[src/rtl/frame_seq_pkg.sv]
// Shared types and counter widths for the frame mode sequencer.
package frame_seq_pkg;

  typedef enum logic [1:0] {
    RUN   = 2'd0,
    ARMED = 2'd1,
    LOAD  = 2'd2,
    SKIP  = 2'd3
  } state_t;

  // "edge" is a reserved word, so the edge-path select bit is edge_sel
  typedef struct packed {
    logic horiz;
    logic edge_sel;
  } mode_t;

  localparam int LOAD_CNT_W = 8;
  localparam int SKIP_CNT_W = 4;

endpackage

[src/rtl/switch_debouncer.sv]
// Two-flop synchronizer plus stability counter; req moves only after the
// synced vector has held still long enough.
module switch_debouncer #(
  parameter int N               = 2,
  parameter int DEBOUNCE_CYCLES = 1024
) (
  input  logic         clk,
  input  logic         rst,
  input  logic [N-1:0] sw,
  output logic [N-1:0] req
);

  localparam int CW = (DEBOUNCE_CYCLES > 2) ? $clog2(DEBOUNCE_CYCLES) : 1;
  localparam logic [CW-1:0] CNT_MAX = CW'(DEBOUNCE_CYCLES - 2);

  logic [N-1:0]  sync1;
  logic [N-1:0]  sync2;
  logic [N-1:0]  cand;
  logic [CW-1:0] cnt;

  // Counter saturates at DEBOUNCE_CYCLES-2 so req lands 2+DEBOUNCE_CYCLES after a switch edge
  always_ff @(posedge clk) begin
    if (rst) begin
      sync1 <= '0;
      sync2 <= '0;
      cand  <= '0;
      cnt   <= '0;
      req   <= '0;
    end else begin
      sync1 <= sw;
      sync2 <= sync1;
      if (sync2 != cand) begin
        cand <= sync2;
        cnt  <= '0;
      end else if (cnt == CNT_MAX) begin
        req <= cand;
      end else begin
        cnt <= cnt + 1'b1;
      end
    end
  end

endmodule

[src/rtl/frame_mode_sequencer.sv]
// Switches between RGB and edge pixel paths only at frame boundaries,
// strobing the writer address reload and blanking the priming frame(s).
module frame_mode_sequencer
  import frame_seq_pkg::*;
#(
  parameter int DEBOUNCE_CYCLES   = 1024,
  parameter int LOAD_PULSE_CYCLES = 4,
  parameter int SKIP_FRAMES       = 1
) (
  input  logic       iCLK,
  input  logic       iRST,
  input  logic       iSW_EDGE,
  input  logic       iSW_HORIZ,
  input  logic       iFVAL,
  input  logic       iDVAL_RGB,
  input  logic       iDVAL_EDGE,
  output logic       oSEL_EDGE,
  output logic       oHORIZ,
  output logic       oDVAL,
  output logic       oWR_LOAD,
  output logic [1:0] oSTATE,
  output logic [7:0] oSWITCH_CNT
);

  localparam logic [LOAD_CNT_W-1:0] LOAD_INIT = LOAD_CNT_W'(LOAD_PULSE_CYCLES - 1);
  localparam logic [SKIP_CNT_W-1:0] SKIP_INIT = SKIP_CNT_W'(SKIP_FRAMES);

  logic [1:0] req_vec;
  mode_t      req;
  logic       fval_q;
  logic       fe;

  state_t                state, state_n;
  mode_t                 active, active_n;
  logic                  wr_load, wr_load_n;
  logic                  gate, gate_n;
  logic [LOAD_CNT_W-1:0] load_cnt, load_cnt_n;
  logic [SKIP_CNT_W-1:0] skip_cnt, skip_cnt_n;
  logic [7:0]            switch_cnt, switch_cnt_n;
  logic [7:0]            switch_cnt_inc;

  switch_debouncer #(
    .N               (2),
    .DEBOUNCE_CYCLES (DEBOUNCE_CYCLES)
  ) u_debouncer (
    .clk (iCLK),
    .rst (iRST),
    .sw  ({iSW_HORIZ, iSW_EDGE}),
    .req (req_vec)
  );

  assign req            = req_vec;
  assign fe             = fval_q & ~iFVAL;
  assign switch_cnt_inc = (switch_cnt == 8'hFF) ? switch_cnt : switch_cnt + 8'd1;

  // Next-state logic; req changes arriving in LOAD/SKIP wait until RUN re-examines them
  always_comb begin
    state_n      = state;
    active_n     = active;
    wr_load_n    = wr_load;
    gate_n       = gate;
    load_cnt_n   = load_cnt;
    skip_cnt_n   = skip_cnt;
    switch_cnt_n = switch_cnt;
    case (state)
      RUN: begin
        if (req != active) state_n = ARMED;
      end
      ARMED: begin
        if (req == active) begin
          state_n = RUN;
        end else if (fe) begin
          active_n   = req;
          wr_load_n  = 1'b1;
          gate_n     = 1'b0;
          load_cnt_n = LOAD_INIT;
          state_n    = LOAD;
        end
      end
      LOAD: begin
        if (load_cnt == '0) begin
          wr_load_n = 1'b0;
          if (SKIP_FRAMES == 0) begin
            state_n      = RUN;
            gate_n       = 1'b1;
            switch_cnt_n = switch_cnt_inc;
          end else begin
            state_n    = SKIP;
            skip_cnt_n = SKIP_INIT;
          end
        end else begin
          load_cnt_n = load_cnt - 1'b1;
        end
      end
      SKIP: begin
        if (fe) begin
          if (skip_cnt <= SKIP_CNT_W'(1)) begin
            skip_cnt_n   = '0;
            state_n      = RUN;
            gate_n       = 1'b1;
            switch_cnt_n = switch_cnt_inc;
          end else begin
            skip_cnt_n = skip_cnt - 1'b1;
          end
        end
      end
      default: state_n = RUN;
    endcase
  end

  always_ff @(posedge iCLK) begin
    if (iRST) begin
      fval_q     <= 1'b0;
      state      <= RUN;
      active     <= '0;
      wr_load    <= 1'b0;
      gate       <= 1'b1;
      load_cnt   <= '0;
      skip_cnt   <= '0;
      switch_cnt <= '0;
    end else begin
      fval_q     <= iFVAL;
      state      <= state_n;
      active     <= active_n;
      wr_load    <= wr_load_n;
      gate       <= gate_n;
      load_cnt   <= load_cnt_n;
      skip_cnt   <= skip_cnt_n;
      switch_cnt <= switch_cnt_n;
    end
  end

  assign oSEL_EDGE   = active.edge_sel;
  assign oHORIZ      = active.horiz;
  assign oWR_LOAD    = wr_load;
  assign oSTATE      = state;
  assign oSWITCH_CNT = switch_cnt;
  assign oDVAL       = gate & (active.edge_sel ? iDVAL_EDGE : iDVAL_RGB);

endmodule

[config.mk]
export PLATFORM = sky130hd
export DESIGN_NAME = frame_mode_sequencer
export DESIGN_NICKNAME = d
export VERILOG_FILES = /design/src/rtl/frame_seq_pkg.sv /design/src/rtl/switch_debouncer.sv /design/src/rtl/frame_mode_sequencer.sv
export SDC_FILE = /design/constraint.sdc
export NUM_CORES = 1
export LEC_CHECK = 0
export CAP_MARGIN = 20
export CORE_ASPECT_RATIO = 1.4
export CORE_MARGIN = 5
export CORE_UTILIZATION = 55
export CTS_BUF_LIST = sky130_fd_sc_hd__clkbuf_2 sky130_fd_sc_hd__clkbuf_4 sky130_fd_sc_hd__clkbuf_8
export CTS_CLUSTER_SIZE = 10
export DETAILED_ROUTE_END_ITERATION = 7
export GPL_TIMING_DRIVEN = 0
export PLACE_DENSITY_LB_ADDON = 0.05
export SLEW_MARGIN = 20
export SYNTH_ARGS = -nofsm -noshare
export SYNTH_HDL_FRONTEND = slang
export SYNTH_SLANG_ARGS = --single-unit
[constraint.sdc]
create_clock -name iCLK -period 2.4 [get_ports iCLK]
set_input_delay 0.72 -clock iCLK [delete_from_list [all_inputs] [get_ports iCLK]]
set_output_delay 0.72 -clock iCLK [all_outputs]
set_load 0.02 [all_outputs]
# == Word-level counts from Yosys, hierarchy flattened ==
# Cells that the tools add are included.
# W data, S select, Z words.
# totals
register_bits,45
elab_cells,80
out_inout_bits,14
# op_classes
mux,25
magnitude_cmp,1
add_sub_neg,4
reduce_logical,14
bitwise,6
eq_ne,16
# op_table
operator,n
$mux W8,3
$pmux W8 S2,1
$ne A2 B2 Y1 const B,7
$mux W2,6
$mux W4,3
$reduce_and A4 Y1,3
$add A10 B1 Y10 const B,1
$eq A10 B10 Y1 const B,1
$reduce_and A5 Y1,2
$add A8 B1 Y8 const B,1
$eq A8 B8 Y1 const B,1
$logic_not A8 Y1,1
$mux W1,8
$pmux W2 S4,1
$pmux W4 S2,1
$sub A8 B1 Y8 const B,1
$reduce_and A3 Y1,2
$reduce_bool A2 Y1,3
$eq A2 B2 Y1 const B,2
$le A4 B1 Y1 const B,1
$ne A2 B2 Y1,2
$not A1 Y1,4
$pmux W1 S2,2
$sub A4 B1 Y4 const B,1
7 further kinds,8

# == Longest topological paths before layout ==
# Gate-level depths: netlist (run 1).
# logic_depth
ltp_word,5
depth_mapped,7
depth_no_buf,6

# == Cells and area by module ==
# Synthesis (run 1) repeated with hierarchy kept, for this count alone.
# unflattened
cells_unflattened,249
area_unflattened_um2,2174.6
# modules_own_cells
mod,cells_per_inst,instances,seq_area_each_um2,area_per_inst_um2
frame_mode_sequencer,164,1,540.5,1422.6
switch_debouncer,85,1,360.3,752.0

# == Worst setup path before layout (run 1) ==
# OpenSTA, ideal clock, no wires.
# synth_path
path_kind,input-to-reg
startpoint,input port iFVAL
endpoint,register switch_cnt[7] (netlist: oSWITCH_CNT[7])
cell_stages,5
t_required_ps,2268
path_slack_ps,271
arrival_ps,1997
path_cell_list,nand4b_4 > or4_4 > buf_4 > o41ai_1 > a21oi_1
# synth_via
elab_chain_len,3
# synth_lines
element,line_no,text
start: declaration,frame_mode_sequencer.sv:14,"input logic iFVAL,"
$not A1 Y1,frame_mode_sequencer.sv:53,assign fe = fval_q & ~iFVAL;
$and A1 B1 Y1,frame_mode_sequencer.sv:53,
$reduce_and A4 Y1 (no source line),-,
end signal: assignment,frame_mode_sequencer.sv:129,switch_cnt <= switch_cnt_n;
end: declaration,frame_mode_sequencer.sv:39,"logic [7:0] switch_cnt, switch_cnt_n;"
# No other way between the ends.
# A chain may end at the register's enable or synchronous reset.

# == Final worst setup path (run 1) ==
# layout_path
startpoint,input port iFVAL
endpoint,register switch_cnt[6] (netlist: oSWITCH_CNT[6])
# Same word-level chain as after synthesis.

==> flow_summary.json, run 1 <==
{
  "min_from": "u_debouncer.sync1[0]$_SDFF_PP0_",
  "syn-num-nets": 248,
  "ys_seq_area_share_pct": 42.8,
  "worst_path_most_repeated_cell": "or4_4",
  "worstPathMaxFanout": 4,
  "reg2regPathDepth": 5,
  "finalWirelength_um": 4320,
  "p_per_area_mw_per_mm2": 562,
  "clk_pin_slew_worst_paths_ps": 80,
  "place_congestion": 0.790,
  "final_common_cell": "dfxtp_1",
  "cts.sinks": 45,
  "ioPinCount": 21,
  "hold_buffers": 0,
  "io_buffers": 20,
  "grt_pass1_vias": 1738,
  "syn_avg_cell_area_um2": 8.99,
  "rrSetupSlack_ps": 420,
  "cts_root_buf": "clkbuf_8",
  "cp_num_cells": 5,
  "holdCritPathClass": "reg -> reg",
  "hold_depth": 1,
  "critPathSlowestCell": "or4_4",
  "p_total_uw": 1400,
  "cellLeakagePower_uw": 0.000876,
  "fin_area_mm2": 0.00250,
  "ys.flop_type": "dfxtp_1",
  "grt_setup_unrepaired": "no",
  "tightest_slew_ps": 580,
  "min_period_ps": 2350,
  "synth-edff-count": 0,
  "cts_made_buffers": 5,
  "dp_hpwl_um": 3150,
  "hold_violations": 0,
  "avgViaCountPerCell": 5.94,
  "synth_cell_types": 43,
  "max-vdd-ir-drop_mv": 0.561,
  "crit_arrival_ps": 2570,
  "cap_violations": 0,
  "status": "finished clean",
  "die_h_um": 83.2,
  "holdPathEnd": "u_debouncer.sync2[0]$_SDFF_PP0_",
  "maxSlewViolCount": 0,
  "finalSetupViolCount": 0,
  "n_antenna_cell": 0,
  "post-route-period-util_pct": 97.9,
  "grt_pass1_wl_um": 7470,
  "firstDrtPassIters": 4,
  "critPathCaptureType": "register",
  "grt_max_degree": 15,
  "drc": 0,
  "syn2layout_area_growth_pct": 18.7,
  "r2r-end": "oSWITCH_CNT[6]$_SDFFE_PP0P_",
  "final_util_pct": 68.0,
  "layout-drive-gt1-share_pct": 7.98,
  "h-tree-depth": 2,
  "crit_chain": "clkdlybuf4s50_1 -> nand4b_4 -> or4_4 -> or4_4 -> a21oi_2",
  "vias": 1811,
  "netlist_instances": 234,
  "core_mm2": 0.00368,
  "ys_warn_count": 0,
  "clock_latency_ps": 290,
  "crit_family": "simple AND/OR/NAND/NOR gates",
  "required_ps": 2620,
  "async_reset_ff_share_pct": 0,
  "die_w_um": 62.3,
  "syn_area_mm2": 0.00210,
  "antenna_found_initial": 0,
  "grt-ovfl-total": 0,
  "grt_usage_pct": 17.1,
  "fmax_ghz": 0.426,
  "drt-initial-drc-count": 50,
  "rows": 26,
  "layout_common_cells": "dfxtp_1 (45), nor2_1 (19), clkdlybuf4s50_1 (19)",
  "cp-start-kind": "input port",
  "path_buf_inv": 1,
  "nFillCells": 313,
  "fin_setup_tns_ps": 0,
  "layout.nets": 276,
  "synth_seq_cells": 45,
  "skew_ps": 5.79,
  "cts_buffer_depth": 2,
  "slew_headroom_pct": 61.0,
  "start_util_pct": 57.2,
  "path_class": "in -> reg",
  "cts_tree": "yes",
  "post_dp_cell_area_mm2": 0.00236,
  "ant_nets": 0,
  "wire_per_inst_um": 14.2,
  "dieArea_mm2": 0.00518,
  "critical-path-max-stage-delay_ps": 540
}
layout make-up:
| type | instances | area [um^2] | area share (%) |
|---|---|---|---|
| multi-input combinational | 174 | 1160 | 46.3 |
| sequential | 45 | 901 | 36.1 |
| timing repair buffer | 21 | 203 | 8.11 |
| clock buffer | 6 | 82.6 | 3.30 |
| tap | 42 | 52.6 | 2.10 |
| clock inverter | 2 | 37.5 | 1.50 |
| inverter | 9 | 33.8 | 1.35 |
| buffer | 6 | 31.3 | 1.25 |
metrics by stage:
| stage | setup WS, ps | hold slack, ps | std cells |
|---|---|---|---|
| final | 50.1 | 452 | 305 |
| after global routing | 0.0493 | 466 | 305 |
| after CTS | 19.5 | 455 | 305 |
| after detailed placement | -336 | 431 | 296 |
| after global placement | -358 | 419 | 296 |
| after floorplan | 271 | 414 | 234 |
worst reg2reg max path, stage by stage, from the launching register on:
cell,delay [ps]
dfxtp_1,350
buf_2,230
nand4b_4,130
or4_4,540
or4_4,540
a21oi_2,140
worst max-delay path by stage:
| stage | startpoint | endpoint | slack, ps |
|---|---|---|---|
| detailed placement | iFVAL | oSWITCH_CNT[7]$_SDFFE_PP0P_ | -340 |
| CTS | iDVAL_EDGE | oDVAL | 20 |
| finish | iFVAL | oSWITCH_CNT[6]$_SDFFE_PP0P_ | 50 |
| global route | iFVAL | oSWITCH_CNT[4]$_SDFFE_PP0P_ | 0.05 |
| floorplan | iFVAL | oSWITCH_CNT[7]$_SDFFE_PP0P_ | 270 |
| global placement | iFVAL | oSWITCH_CNT[7]$_SDFFE_PP0P_ | -360 |
timing repair:
| action | in CTS | in global routing |
|---|---|---|
| gates resized for setup | 2 | 5 |
| setup buffers | 1 | 0 |
| endpoints found under the setup margin | 4 | 5 |
| cloned | 0 | 0 |
report_power, final:
group / total (uW) / internal [uW] / leakage (uW) / switching (uW)
registers: 761 / 755 / 0.000364 / 6.95
logic: 52.9 / 24.3 / 0.000454 / 28.6
clock network: 589 / 338 / 0.0000574 / 251
total: 1400 / 1120 / 0.000876 / 287
logic make-up (layout without fill, tap and decap cells):
group / count (synthesis) / after routing / synth area share, %
flops: 45 / 45 / 42.8
mux: 3 / 3 / 1.43
xor+xnor: 12 / 12 / 4.99
buf+inv: 15 / 44 / 2.91
compound gates: 54 / 54 / 16.4
simple gates: 98 / 98 / 27.3
fa+ha+maj: 7 / 7 / 4.16
flip-flops by register name, summed over array words and instances (netlist names), 2 cells and up, named ones only:
| register | cells |
|---|---|
| u_debouncer.cnt | 10 |
| load_cnt | 8 |
| oSWITCH_CNT | 8 |
| skip_cnt | 4 |
| u_debouncer.cand | 2 |
| u_debouncer.req | 2 |
| u_debouncer.sync1 | 2 |
| u_debouncer.sync2 | 2 |
per-layer routing:
layer / wire length (um) / track usage (%) / up-vias / share of wire, %
met2: 2150 / 29.6 / 31 / 50
met4: 99 / 7.14 / 0 / 2.3
met5: 0 / 0 / - / 0
li1: - / - / 928 / -
met3: 124 / 4.05 / 9 / 2.9
met1: 1950 / 19.9 / 843 / 45
cell usage after synthesis (6+ instances only):
cell type	count	area [um^2]
nor3_1	8	40.0
nor2_1	19	71.3
nand3_1	11	55.1
a211oi_1	6	45.0
inv_1	9	33.8
xnor2_1	9	78.8
nor2b_1	8	50.1
a21oi_1	19	95.1
dfxtp_1	45	901
o21ai_0	8	40.0
ha_1	7	87.6
nand2_1	12	45.0
No activity file was read; power rests on OpenSTA's default activity.
==> run 2: changes to the inputs <==
==> constraint.sdc (replaced) <==
create_clock -name iCLK -period 3.05 [get_ports iCLK]
set_input_delay 0.915 -clock iCLK [delete_from_list [all_inputs] [get_ports iCLK]]
set_output_delay 0.915 -clock iCLK [all_outputs]
set_load 0.02 [all_outputs]
==> run 2 against run 1 <==
  * First-iteration DRC count stayed put
  * Worst setup slack gained 220 ps
  * Final area shrank 0.90%
  * Non-clock buffer count decreased by 1
  * Sequential share of layout area increased by 0.33 points
  * Routed wire length down 1.1%
  * Final cell count is 0.33% lower
  * Clock power is 21% lower
  * Critical path depth down 1
  * Sequential power shrank 21%
==> flow_summary.json, run 2 (synthesis gave the netlist of run 1 again) <==
{
  "antenna_found_initial": 0,
  "wire_per_inst_um": 14.1,
  "post_dp_cell_area_mm2": 0.00236,
  "min_period_ps": 2780,
  "holdCritPathClass": "reg -> reg",
  "syn2layout_area_growth_pct": 17.7,
  "grt-ovfl-total": 0,
  "dp_hpwl_um": 3150,
  "die_w_um": 62.3,
  "cp-start-kind": "input port",
  "top_register": "u_debouncer.cnt",
  "finalSetupViolCount": 0,
  "layout.nets": 275,
  "start_util_pct": 57.2,
  "avgViaCountPerCell": 5.94,
  "ant_nets": 0,
  "drt-initial-drc-count": 50,
  "grt_max_degree": 15,
  "path_class": "in -> out",
  "cts.sinks": 45,
  "hold_violations": 0,
  "critPathSlowestCell": "clkdlybuf4s50_1",
  "fin_area_mm2": 0.00248,
  "dieArea_mm2": 0.00518,
  "crit_arrival_ps": 1870,
  "dp_slack_ps": -3.56,
  "p_total_uw": 1100,
  "h-tree-depth": 2,
  "skew_ps": 4.14,
  "worstPathMaxFanout": 1,
  "status": "finished clean",
  "cts_tree": "yes",
  "layout_common_cells": "dfxtp_1 (45), nor2_1 (19), a21oi_1 (19), clkdlybuf4s50_1 (19), nand2_1 (12)",
  "drc": 0,
  "grt_usage_pct": 17.0,
  "max-vdd-ir-drop_mv": 0.438,
  "layout_setup_ws_ps": 269,
  "largest_reg_flops": 10,
  "fmax_ghz": 0.360,
  "layout-drive-gt1-share_pct": 6.11,
  "critPathCaptureType": "output port",
  "post_cts_resize_count": 1,
  "slew_headroom_pct": 60.9,
  "finalWirelength_um": 4280,
  "maxSlewViolCount": 0,
  "rows": 26,
  "p_per_area_mw_per_mm2": 446,
  "vias": 1806,
  "final_common_cell": "dfxtp_1",
  "fin_setup_tns_ps": 0,
  "cts_root_buf": "clkbuf_8",
  "cap_violations": 0,
  "cts_buffer_depth": 2,
  "ioPinCount": 21,
  "die_h_um": 83.2,
  "required_ps": 2130,
  "grt_setup_unrepaired": "no",
  "io_buffers": 20,
  "place_congestion": 0.790,
  "core_mm2": 0.00368,
  "grt_pass1_vias": 1740,
  "cts_setup_buffers": 0,
  "tightest_slew_ps": 582,
  "cellLeakagePower_uw": 0.000869,
  "cts_made_buffers": 5,
  "clk_pin_slew_worst_paths_ps": 80,
  "critical-path-max-stage-delay_ps": 450,
  "post-route-period-util_pct": 91.2,
  "n_antenna_cell": 0,
  "firstDrtPassIters": 4,
  "crit_chain": "clkdlybuf4s50_1 -> mux2i_1 -> nor2b_1 -> dlygate4sd2_1",
  "final_util_pct": 67.4,
  "clock_latency_ps": 290,
  "hold_buffers": 0,
  "grt_pass1_wl_um": 7420
}
## run 2: power by group
part	leakage [uW]	internal, uW	total [uW]	switching (uW)
logic	0.000448	19.4	41.9	22.5
registers	0.000364	594	599	5.47
clock network	0.0000574	266	463	197
total	0.000869	879	1100	225
## run 2: worst paths after layout
check / startpoint / to / slack [ps] / depth (start not counted)
max reg2reg: register / oSWITCH_CNT[7]$_SDFFE_PP0P_ / 1000 / 6
min: u_debouncer.sync1[0]$_SDFF_PP0_ / u_debouncer.sync2[0]$_SDFF_PP0_ / 450 / 1
max: iDVAL_EDGE / oDVAL / 270 / 4
min reg2reg: u_debouncer.sync1[0]$_SDFF_PP0_ / u_debouncer.sync2[0]$_SDFF_PP0_ / 450 / 1
## run 2: routing by layer
metal  vias up  global-route usage, %  part of all wire [%]
met5         -                      0                     0
met4         0                   7.34                   2.4
met3        10                   4.05                   2.9
met2        31                   29.4                    49
met1       841                   19.6                    46
li1        924                      -                     -
## run 2: per-stage QoR
step           hold slack (ps)  std cells
4_1_cts                    455        304
3_5_place_dp               431        296
2_1_floorplan              414        234
3_3_place_gp               419        296
5_1_grt                    466        304
6_report                   452        304
## run 2: critical path, delay by kind of cell
| family | cells | cell delay [ps] |
|---|---|---|
| multiplexers | 1 | 60 |
| buffers and inverters | 2 | 790 |
| AND/OR/NAND/NOR | 1 | 100 |
## run 2: cell type report
cell class,count,area (um^2)
flip-flops and latches,45,901
clock inverters,2,37.5
well taps,42,52.6
repair buffers,20,199
multi-input cells,174,1140
inverters,9,33.8
clock buffers,6,82.6
fillers,317,1200
plain buffers,6,27.5
==> run 3: changes to the inputs <==
--- a/config.mk
+++ b/config.mk
@@ -17,4 +17,5 @@
 export SLEW_MARGIN = 20
 export SYNTH_ARGS = -nofsm -noshare
 export SYNTH_HDL_FRONTEND = slang
+export SYNTH_HIERARCHICAL = 1
 export SYNTH_SLANG_ARGS = --single-unit
==> constraint.sdc (replaced) <==
create_clock -name iCLK -period 3.08 [get_ports iCLK]
set_input_delay 0.924 -clock iCLK [delete_from_list [all_inputs] [get_ports iCLK]]
set_output_delay 0.924 -clock iCLK [all_outputs]
set_load 0.02 [all_outputs]
==> run 3 against run 2 <==
  * Final area is 1.9% higher
  * Die area is 2.9% higher
  * Sequential share of layout area is 0.67 points lower
  * Routed wire length is 0.96% higher
  * Area after synthesis is 3.3% higher
  * Critical endpoint unchanged
  * Largest cell class unchanged
  * Largest power group unchanged
  * Highest routed layer unchanged
==> flow_summary.json, run 3 <==
{
  "status": "finished clean",
  "syn_avg_cell_area_um2": 8.73,
  "skew_ps": 6.77,
  "cts_root_buf": "clkbuf_8",
  "die_h_um": 84.4,
  "h-tree-depth": 2,
  "die_w_um": 63.1,
  "layout.nets": 290,
  "ys_seq_area_share_pct": 41.4,
  "core_mm2": 0.00388,
  "cap_violations": 0,
  "r2r-end": "oSWITCH_CNT[3]$_SDFFE_PP0P_",
  "cts_tree": "yes",
  "hold-worst-slack_ps": 449,
  "nFillCells": 343,
  "cts_setup_buffers": 0,
  "grt_pass1_wl_um": 7770,
  "synth_cell_types": 44,
  "tightest_slew_ps": 678,
  "maxSlewViolCount": 0,
  "netlist_instances": 249,
  "clock_latency_ps": 290,
  "min_period_ps": 2690,
  "syn-num-nets": 263,
  "hold_buffers": 0,
  "register_area_um2": 901,
  "worstReg2RegStart": "skip_cnt[0]$_SDFFE_PP0P_",
  "synth_seq_cells": 45,
  "required_ps": 2160,
  "syn2layout_area_growth_pct": 16.0,
  "path_class": "in -> out",
  "rows": 27,
  "top_register": "u_debouncer/cnt",
  "antenna_found_initial": 0,
  "layout_common_cells": "dfxtp_1 (45), nand3_1 (21), clkdlybuf4s50_1 (19)",
  "ys_warn_count": 6,
  "async_reset_ff_share_pct": 0,
  "io_buffers": 20,
  "reg2regPathDepth": 7,
  "ys.flop_type": "dfxtp_1",
  "cellLeakagePower_uw": 0.000900,
  "grt_max_degree": 14,
  "crit_arrival_ps": 1760,
  "finalWirelength_um": 4320,
  "grt_usage_pct": 17.6,
  "hold_depth": 1,
  "wire_per_inst_um": 13.5,
  "largest_reg_flops": 10,
  "clk_pin_slew_worst_paths_ps": 80,
  "place_congestion": 0.841,
  "hold_violations": 0,
  "cts_buffer_depth": 2,
  "rrSetupSlack_ps": 1040,
  "drc": 0,
  "fin_area_mm2": 0.00252,
  "synth_common_cells": "dfxtp_1 (45), nand3_1 (21), nand2_1 (18), nor2_1 (18), a21oi_1 (16)",
  "finalSetupViolCount": 0,
  "post-route-period-util_pct": 87.2,
  "vias": 1865,
  "yosys.area.top_type_share_pct": 41.4,
  "synth-edff-count": 0,
  "avgViaCountPerCell": 5.83,
  "final_common_cell": "dfxtp_1",
  "post_dp_cell_area_mm2": 0.00243,
  "cp-start-kind": "input port",
  "holdPathEnd": "u_debouncer/sync2[1]$_SDFF_PP0_",
  "max-vdd-ir-drop_mv": 0.401,
  "grt_setup_unrepaired": "no",
  "start_util_pct": 56.0,
  "cts_made_buffers": 5,
  "syn_area_mm2": 0.00217,
  "synth.most_common_cell": "dfxtp_1",
  "cts.sinks": 45,
  "grt-ovfl-total": 0,
  "grt_pass1_vias": 1801,
  "dp_hpwl_um": 3180,
  "critPathCaptureType": "output port",
  "synth_area_leaders": "dfxtp_1 (41%), nand3_1 (4.8%), ha_1 (4.0%)",
  "fmax_ghz": 0.372,
  "ant_nets": 0,
  "layout-drive-gt1-share_pct": 7.94,
  "final_util_pct": 64.9,
  "drt-initial-drc-count": 100,
  "firstDrtPassIters": 5,
  "dieArea_mm2": 0.00533,
  "synth_area_leader_cell": "dfxtp_1",
  "multi_input_area_mm2": 0.00120,
  "slew_headroom_pct": 54.4,
  "n_antenna_cell": 0,
  "p_per_area_mw_per_mm2": 399,
  "worstPathMaxFanout": 1,
  "min_from": "u_debouncer/sync1[1]$_SDFF_PP0_",
  "holdCritPathClass": "reg -> reg",
  "ioPinCount": 21
}
[run 3: cell count changes in the layout (fill, tap and decap cells not counted), moves of 4 or more]
| cell | previous run | this run |
|---|---|---|
| and4_1 | 4 | 0 |
| nand3_1 | 11 | 21 |
| nand2_1 | 12 | 18 |
| xnor2_1 | 9 | 5 |
| mux2i_1 | 3 | 7 |
[run 3: area by class of cell]
cell class	instances	share of cell area (%)
clock inverter	1	0.298
timing repair buffer	20	8.04
multi-input combinational	187	47.8
clock buffer	7	3.32
tap	43	2.13
buffer	8	1.39
sequential	45	35.7
inverter	9	1.34
[run 3: cells by family after synthesis]
family	synth area share (%)
flip-flops	41.4
multiplexers	4.26
AND/OR/NAND/NOR	25.5
XOR/XNOR	3.62
AO/OA/AOI/OAI	18.0
adder cells (fa/ha/maj)	4.03
buffers and inverters	3.16
[run 3: how the worst max path moves through the flow]
stage,startpoint,endpoint,slack [ps],depth (start not counted)
6_report,iDVAL_EDGE,oDVAL,390,4
3_3_place_gp,iDVAL_EDGE,oDVAL,3,4
2_1_floorplan,iDVAL_EDGE,oDVAL,860,2
3_5_place_dp,iDVAL_EDGE,oDVAL,-0.2,4
5_1_grt,iDVAL_RGB,oDVAL,320,4
4_1_cts,iDVAL_EDGE,oDVAL,0.5,4
[run 3: per-stage QoR]
step	TNS (ps)	std cells	worst slack, ps	total power [uW]
6_report	0	320	394	1010
5_1_grt	0	320	325	1060
4_1_cts	0	320	0.507	1020
3_5_place_dp	-0.163	312	-0.163	653
3_3_place_gp	0	312	2.85	652
2_1_floorplan	0	249	857	634
[run 3: critical path, cell delays in order]
cell and delay, ps:
clkdlybuf4s50_1 450, mux2i_1 70, nor2b_1 100, dlymetal6s2s_1 220
[run 3: where the power goes]
part	internal [uW]	total (uW)	leakage (uW)	switching, uW
Combinational	20.6	45.9	0.000491	25.3
Sequential	588	593	0.000364	4.52
Clock	178	368	0.0000453	190
Total	787	1010	0.000900	220
[run 3: layer usage]
metal  track usage, %  vias up  wire [um]
met1             20.7      863       1940
met3             4.28        6        148
met4             8.69        0         50
met2             29.6       35       2180
met5                0        -          0
li1                 -      961          -
[run 3: what timing repair did]
item	4_1_cts	5_1_grt
setup endpoints to repair	0	1
hold endpoints to repair	0	0
resized for setup	0	1
